### src/rtl/ex_mdu_ctrl_if.sv
// Handshake and data bundle between the EX stage and the multiply/divide sequencer.
interface ex_mdu_ctrl_if #(
    parameter int unsigned XLEN = 32
);
    logic            start;
    logic [1:0]      op;
    logic [XLEN-1:0] A;
    logic [XLEN-1:0] B;
    logic            flush;
    logic            stall;
    logic            busy;
    logic            done;
    logic [XLEN-1:0] result;

    // Pipeline side: issues operations and consumes the result.
    modport master (
        output start, op, A, B, flush,
        input  stall, busy, done, result
    );

    // Sequencer side.
    modport slave (
        input  start, op, A, B, flush,
        output stall, busy, done, result
    );
endinterface

### src/rtl/ex_mdu_ctrl.sv
// Multi-cycle unsigned multiply/divide sequencer for the EX stage.
// One shift-add or restoring-divide step per cycle, XLEN steps per operation.
// Datapath registers are shared: {hi, lo} is the product for multiplies and
// {remainder, quotient} for divides; opnd holds the multiplicand or divisor.
module ex_mdu_ctrl #(
    parameter int unsigned XLEN = 32
) (
    input logic           clk,
    input logic           rst,
    ex_mdu_ctrl_if.slave  bus
);
    localparam int unsigned CntW = $clog2(XLEN);

    typedef enum logic [1:0] {StIdle, StBusy, StDone} state_e;

    state_e            state_q, state_d;
    logic [CntW-1:0]   cnt_q, cnt_d;
    logic [1:0]        op_q, op_d;
    logic [XLEN-1:0]   opnd_q, opnd_d;
    logic [XLEN-1:0]   hi_q, hi_d;
    logic [XLEN-1:0]   lo_q, lo_d;
    logic [XLEN-1:0]   result_q, result_d;

    logic              accept;
    logic [XLEN:0]     mul_sum;
    logic [XLEN:0]     div_shift;
    logic [XLEN:0]     div_diff;

    // State register.
    always_ff @(posedge clk or posedge rst) begin
        if (rst) begin
            state_q <= StIdle;
        end else begin
            state_q <= state_d;
        end
    end

    // Datapath and result registers.
    always_ff @(posedge clk or posedge rst) begin
        if (rst) begin
            cnt_q    <= '0;
            op_q     <= '0;
            opnd_q   <= '0;
            hi_q     <= '0;
            lo_q     <= '0;
            result_q <= '0;
        end else begin
            cnt_q    <= cnt_d;
            op_q     <= op_d;
            opnd_q   <= opnd_d;
            hi_q     <= hi_d;
            lo_q     <= lo_d;
            result_q <= result_d;
        end
    end

    // Next-state, iteration step and result loading.
    always_comb begin
        state_d  = state_q;
        cnt_d    = cnt_q;
        op_d     = op_q;
        opnd_d   = opnd_q;
        hi_d     = hi_q;
        lo_d     = lo_q;
        result_d = result_q;

        // Carry out of the add becomes the MSB after the right shift.
        mul_sum   = {1'b0, hi_q} + {1'b0, opnd_q};
        div_shift = {hi_q, lo_q[XLEN-1]};
        div_diff  = div_shift - {1'b0, opnd_q};

        accept = bus.start & ~bus.flush & ((state_q == StIdle) | (state_q == StDone));

        unique case (state_q)
            StIdle, StDone: begin
                if (accept) begin
                    op_d  = bus.op;
                    cnt_d = CntW'(XLEN - 1);
                    hi_d  = '0;
                    if (bus.op[1]) begin
                        opnd_d = bus.B;
                        lo_d   = bus.A;
                    end else begin
                        opnd_d = bus.A;
                        lo_d   = bus.B;
                    end
                    // Divide by zero resolves at acceptance without iterating.
                    if (bus.op[1] && (bus.B == '0)) begin
                        state_d  = StDone;
                        result_d = bus.op[0] ? bus.A : '1;
                    end else begin
                        state_d = StBusy;
                    end
                end else begin
                    state_d = StIdle;
                end
            end
            StBusy: begin
                if (bus.flush) begin
                    state_d = StIdle;
                end else begin
                    if (!op_q[1]) begin
                        if (lo_q[0]) begin
                            {hi_d, lo_d} = {mul_sum, lo_q[XLEN-1:1]};
                        end else begin
                            {hi_d, lo_d} = {1'b0, hi_q, lo_q[XLEN-1:1]};
                        end
                    end else begin
                        if (!div_diff[XLEN]) begin
                            hi_d = div_diff[XLEN-1:0];
                            lo_d = {lo_q[XLEN-2:0], 1'b1};
                        end else begin
                            hi_d = div_shift[XLEN-1:0];
                            lo_d = {lo_q[XLEN-2:0], 1'b0};
                        end
                    end
                    cnt_d = cnt_q - CntW'(1);
                    if (cnt_q == '0) begin
                        state_d = StDone;
                        // MULHU and REMU take the upper register, MUL and DIVU the lower.
                        result_d = op_q[0] ? hi_d : lo_d;
                    end
                end
            end
            default: state_d = StIdle;
        endcase
    end

    // Output decode.
    always_comb begin
        bus.stall  = accept | (state_q == StBusy);
        bus.busy   = (state_q == StBusy);
        bus.done   = (state_q == StDone);
        bus.result = result_q;
    end
endmodule
### src/flat_wrapper.sv
// flat-port wrapper written by rule: the top's interface ports become plain ports
module ex_mdu_ctrl_flat 
#(
    parameter int unsigned XLEN = 32
)
  (clk, rst, bus_start, bus_op, bus_A, bus_B, bus_flush, bus_stall, bus_busy, bus_done, bus_result);
  ex_mdu_ctrl_if #(.XLEN(XLEN)) bus_i ();
  input logic clk;
  input logic rst;
  input wire logic [$bits(bus_i.start)-1:0] bus_start;
  input wire logic [$bits(bus_i.op)-1:0] bus_op;
  input wire logic [$bits(bus_i.A)-1:0] bus_A;
  input wire logic [$bits(bus_i.B)-1:0] bus_B;
  input wire logic [$bits(bus_i.flush)-1:0] bus_flush;
  output wire logic [$bits(bus_i.stall)-1:0] bus_stall;
  output wire logic [$bits(bus_i.busy)-1:0] bus_busy;
  output wire logic [$bits(bus_i.done)-1:0] bus_done;
  output wire logic [$bits(bus_i.result)-1:0] bus_result;
  assign bus_i.start = bus_start;
  assign bus_i.op = bus_op;
  assign bus_i.A = bus_A;
  assign bus_i.B = bus_B;
  assign bus_i.flush = bus_flush;
  assign bus_stall = bus_i.stall;
  assign bus_busy = bus_i.busy;
  assign bus_done = bus_i.done;
  assign bus_result = bus_i.result;
  ex_mdu_ctrl #(.XLEN(XLEN)) u_core (.clk(clk), .rst(rst), .bus(bus_i));
endmodule
### config.mk
export PLATFORM = sky130hd
export DESIGN_NAME = ex_mdu_ctrl_flat
export DESIGN_NICKNAME = d
export VERILOG_FILES = /design/src/rtl/ex_mdu_ctrl_if.sv /design/src/rtl/ex_mdu_ctrl.sv /design/src/flat_wrapper.sv
export SDC_FILE = /design/constraint.sdc
export NUM_CORES = 1
export LEC_CHECK = 0
export ABC_AREA = 1
export CAP_MARGIN = 15
export CELL_PAD_IN_SITES_DETAIL_PLACEMENT = 0
export CELL_PAD_IN_SITES_GLOBAL_PLACEMENT = 1
export CORE_ASPECT_RATIO = 1.5
export CORE_MARGIN = 8
export CORE_UTILIZATION = 46
export CTS_BUF_LIST = sky130_fd_sc_hd__clkbuf_16
export CTS_CLUSTER_SIZE = 10
export DETAILED_ROUTE_END_ITERATION = 6
export DONT_BUFFER_PORTS = 1
export PLACE_DENSITY = 0.83
export SLEW_MARGIN = 20
export SYNTH_ARGS = -nofsm -noshare
export SYNTH_HDL_FRONTEND = slang
export SYNTH_SLANG_ARGS = --single-unit
### constraint.sdc
create_clock -name clk -period 5.7 [get_ports clk]
set_clock_uncertainty 0.2 [all_clocks]
set_input_delay 1.14 -clock clk [delete_from_list [all_inputs] [get_ports clk]]
set_output_delay 1.14 -clock clk [all_outputs]
set_load 0.02 [all_outputs]
After elaboration in Yosys (flattened, before gate mapping)
Index checks and enable logic that the tools add are counted.
Widths: inputs -> output; s select.
- add/sub/neg operators: 3
- equality and inequality tests: 7
- multiplexer cells: 29
- bitwise logic cells: 5
- reductions and logical operators: 9
- operators with widths (cell ; number):
    $mux 32 ; 17
    $pmux 32 s2 ; 3
    $add 32x32->33 ; 1
    $sub 33x32->33 ; 1
    $logic_not 32->1 ; 1
    $mux 5 ; 2
    $pmux 5 s2 ; 1
    $mux 2 ; 4
    $ne 2x1->1 const B ; 3
    $logic_not 5->1 ; 1
    $reduce_and 5->1 ; 1
    $sub 5x1->5 const B ; 1
    $pmux 2 s2 ; 1
    $ne 3x2->1 const B ; 1
    $reduce_and 3->1 ; 1
    $and 1x1->1 ; 2
    $eq 2x1->1 const B ; 1
    $eq 2x2->1 const B ; 1
    $logic_not 2->1 ; 1
    $ne 2x2->1 const B ; 1
    $or 1x1->1 ; 2
    $reduce_and 2->1 ; 1
    $reduce_bool 2->1 ; 1
    $reduce_or 2->1 ; 1
    other kinds (3) ; 3
- bits in registers: 137
- input bits: 70

Longest topological paths before layout
- word-level depth: 7
- depth in mapped cells: 20

Least setup slack after synthesis
OpenSTA, ideal clock, no wires.
- path type: input to output
- from: in bus_flush
- to: out bus_stall
- data arrival time: 1.737 ns
- required time: 4.360 ns
- path slack: 2.623 ns
- stages: 4
- path buffers: 1
- path through: inv_1 > nand3_1 > clkbuf_1 > nand2_1
- word-level cells in the longest chain between the ends: 4
- RTL lines (what ; line ; RTL):
    start: declaration ; flat_wrapper.sv:14 ; input wire logic [$bits(bus_i.flush)-1:0] bus_flush;
    $not 1->1 ; ex_mdu_ctrl.sv:72 ; accept = bus.start & ~bus.flush & ((state_q == StIdle) | (state_q == StDone));
    $and 1x1->1 (2 in series) ; ex_mdu_ctrl.sv:72 ;
    $or 1x1->1 ; ex_mdu_ctrl.sv:131 ; bus.stall = accept | (state_q == StBusy);
    end: declaration ; flat_wrapper.sv:15 ; output wire logic [$bits(bus_i.stall)-1:0] bus_stall;
Every way passes these cells.

Final worst setup path
- from: reg u_core.state_q[0]
- to: reg u_core.lo_q[5]
- word-level cells in the longest chain between the ends: 5
- RTL lines (what ; line ; RTL):
    start: declaration ; ex_mdu_ctrl.sv:16 ; state_e state_q, state_d;
    start signal: assignment ; ex_mdu_ctrl.sv:32 ; state_q <= StIdle;
    start signal: assignment ; ex_mdu_ctrl.sv:34 ; state_q <= state_d;
    $eq 2x2->1 or $logic_not 2->1 (tied branches) ; ex_mdu_ctrl.sv:72, ex_mdu_ctrl.sv:74 ;
    $or 1x1->1 ; ex_mdu_ctrl.sv:72 ;
    $and 1x1->1 ; ex_mdu_ctrl.sv:72 ;
    $ne 2x1->1 (no source line) ; -- ;
    $reduce_and 3->1 (no source line) ; -- ;
    end signal: assignment ; ex_mdu_ctrl.sv:52 ; lo_q <= lo_d;
    end: declaration ; ex_mdu_ctrl.sv:21 ; logic [XLEN-1:0] lo_q, lo_d;
Several ways; a longest one is shown, not always the timed one.
A chain may end at the register's enable or synchronous reset.

==> metrics.txt <==
Final Hold Fails 0; initial cell density of the core 0.463; buffers inserted during post-CTS setup optimization 0; Max clock buf depth 2; number of hold-repair buffers added at the cts stage 0; top-count cell post-synth sky130_fd_sc_hd__nand2_1; remaining design rule violation count 0; number of violations of the max-capacitance limit 0; Critical Path Start Type flop; timing-limited maximum frequency 272 MHz; post-synth top area share 0.259; count of input and output buffers 0; DP Worst Slack 1.68 ns; final clock period utilization by the worst path 0.644; Final min period 3.67 ns; distinct cell type count of the synthesized netlist 41; most used flip-flop cell after synthesis sky130_fd_sc_hd__dfrtp_1; total number of vias 13800; CTS Root Buffer Type sky130_fd_sc_hd__clkbuf_16; routed length per instance 18.7 um; data required time of the worst path 5.77 ns; I/O pin cnt 105; overall overflow remaining after global route 0; post-synth design cell area 13200 um2; EDFF count, synth 0; Vias per Instance 5.52; via count of the first global-routing pass 13400; H-tree depth 4; total nets after synthesis 2340; Rel. slew slack 0.291; cells taking the most area after synthesis sky130_fd_sc_hd__dfrtp_1, sky130_fd_sc_hd__nand2_1, sky130_fd_sc_hd__inv_1; total negative setup slack 0 ns; post-cts repair resize count 0; first-pass GRT wire length 73.7 mm; share of synthesized flip-flops with an asynchronous set or reset 1.00; worst setup path class reg -> reg; setup repair after global routing missed its margin false; vertical die dimension 224 um; outcome finished clean; post-placement cell area 13400 um2; Synth Instances 2202; Core Region 28500 um2; WHS 0.306 ns; die boundary width 154 um; fraction of layout cells with a size suffix above 1 0.0497; synth-to-layout area growth 5.40%; clock-pin slew on the worst setup and hold paths 0.06 ns; slew at the pin with the worst max-slew slack 1.06 ns; maximum fanout count along the critical path 71; remaining antenna violation count 0; total of warnings raised by yosys 0; number of iterations in the first detailed-routing pass 6; arrival time reported for the critical path endpoint 3.74 ns; Min-Delay Path Class reg -> reg; final wirelength 46.7 mm; layout net count 2280; Leakage 7.55 nW; mean cell area of the mapped netlist 6.00 um2; total global-route track usage 0.274; number of antenna violations at the first check in global routing 0; iteration-0 DRC count of the detailed router 1037; top cell types by occurrence after synthesis sky130_fd_sc_hd__nand2_1, sky130_fd_sc_hd__inv_1, sky130_fd_sc_hd__o21ai_0; largest area contributor in the netlist sky130_fd_sc_hd__dfrtp_1; endpoint type of the worst setup path flop; share of synthesized area occupied by flip-flops and latches 0.259; ANT cells 0; largest net degree at the start of global routing 115; setup ws final 2.03 ns; Sink Count 137; die footprint 34500 um2; clock insertion delay at the later pin of the skew report 0.44 ns; TritonCTS clock tree yes; site row count 76; Setup violations, final 0; total of flip-flops plus latches after synthesis 137; placed wire-length estimate after detailed placement 36.5 mm; pins over their slew limit 0; Placer Congestion 0.993; areal power density over the cells 548 nW/um2; Layout Cell Area excl Fill 13900 um2; TritonCTS buffer count 17; maximum vdd ir drop 0.274 mV
==> metal layers <==
metal	track usage	wire length (um)	part of all wire	vias up
met5	0	0	0	-
li1	-	-	-	6890
met2	0.468	22500	0.48	442
met4	0.139	2340	0.050	0
met1	0.328	19300	0.41	6398
met3	0.0424	2610	0.056	97
==> cell type report <==
type                    instances  area [um2]
well taps                     351         439
repair buffers                  9        67.6
flip-flops and latches        137        3430
multi-input cells            1624        8090
clock buffers                  17         425
fillers                      3068       14600
clock inverters                15         144
inverters                     353        1330
==> worst max-delay path, stage by stage, from the launching register on <==
cell,delay [ns]
sky130_fd_sc_hd__dfrtp_1,0.38
sky130_fd_sc_hd__inv_2,0.07
sky130_fd_sc_hd__nor2_4,0.09
sky130_fd_sc_hd__inv_2,0.03
sky130_fd_sc_hd__buf_4,0.29
sky130_fd_sc_hd__nor2_2,0.14
sky130_fd_sc_hd__buf_4,0.36
sky130_fd_sc_hd__inv_2,0.18
sky130_fd_sc_hd__nand2_2,0.10
sky130_fd_sc_hd__buf_4,0.61
sky130_fd_sc_hd__inv_1,0.71
sky130_fd_sc_hd__nand2_1,0.18
sky130_fd_sc_hd__o21ai_0,0.11
==> through the flow <==
step | util | instances | total power [mW]
3_3_place_gp | 0.468 | 2474 | 6.42
4_1_cts | 0.488 | 2506 | 7.62
5_1_grt | 0.488 | 2506 | 8.36
6_report | 0.488 | 2506 | 7.63
2_1_floorplan | - | 2202 | 5.25
3_5_place_dp | 0.468 | 2474 | 6.48
==> placed cells by master (no fill, tap or decap), drive strengths merged, types with 5 or more instances in the layout <==
| master | n |
|---|---|
| o21ai | 190 |
| nand2 | 749 |
| nand3 | 149 |
| clkinv | 14 |
| nor3 | 10 |
| nand4 | 19 |
| nor2 | 128 |
| buf | 9 |
| mux2i | 7 |
| xor2 | 11 |
| o21bai | 5 |
| inv | 351 |
| clkbuf | 17 |
| xnor2 | 12 |
| a21oi | 151 |
| or2 | 34 |
| a21o | 11 |
| dfrtp | 137 |
| o211ai | 56 |
| ha | 66 |
==> registers in the layout (all words and copies together) (netlist names) <==
| signal | count |
|---|---|
| u_core.lo_q | 32 |
| u_core.bus.result | 32 |
| u_core.hi_q | 32 |
| u_core.op_q | 2 |
| u_core.state_q | 2 |
| u_core.opnd_q | 32 |
| u_core.cnt_q | 5 |
==> report_power, final <==
| part | internal [mW] | switching, mW | leakage, nW |
|---|---|---|---|
| Clock | 0.672 | 0.443 | 0.292 |
| Sequential | 1.33 | 0.503 | 1.65 |
| Combinational | 1.50 | 3.19 | 5.61 |
==> logic make-up (layout without fill, tap and decap cells) <==
family	Yosys count	after routing	share of synthesized area
AOI/OAI and AO/OA	424	424	0.179
xor gates and xnor gates	23	23	0.0152
adders and majority gates	68	68	0.0655
and+or+nand+nor	1102	1102	0.347
DFF	137	137	0.259
buffers and inverters	441	394	0.129
muxes	7	7	0.00530
==> final timing paths <==
path | from | end | slack [ns] | cells after the start
worst max-delay path | u_core.state_q[0] | u_core.lo_q[5] | 2.03 | 12
worst min register to register | u_core.lo_q[12] | u_core.lo_q[12] | 0.31 | 2
max in group asynchronous | rst | u_core.opnd_q[19] | 3.60 | 2
worst min-delay path | u_core.lo_q[12] | u_core.lo_q[12] | 0.31 | 2
worst max register to register | u_core.state_q[0] | u_core.lo_q[5] | 2.03 | 12
min in group asynchronous | rst | u_core.bus.result[4] | 0.52 | 1
(Power assumes the default switching activity.)
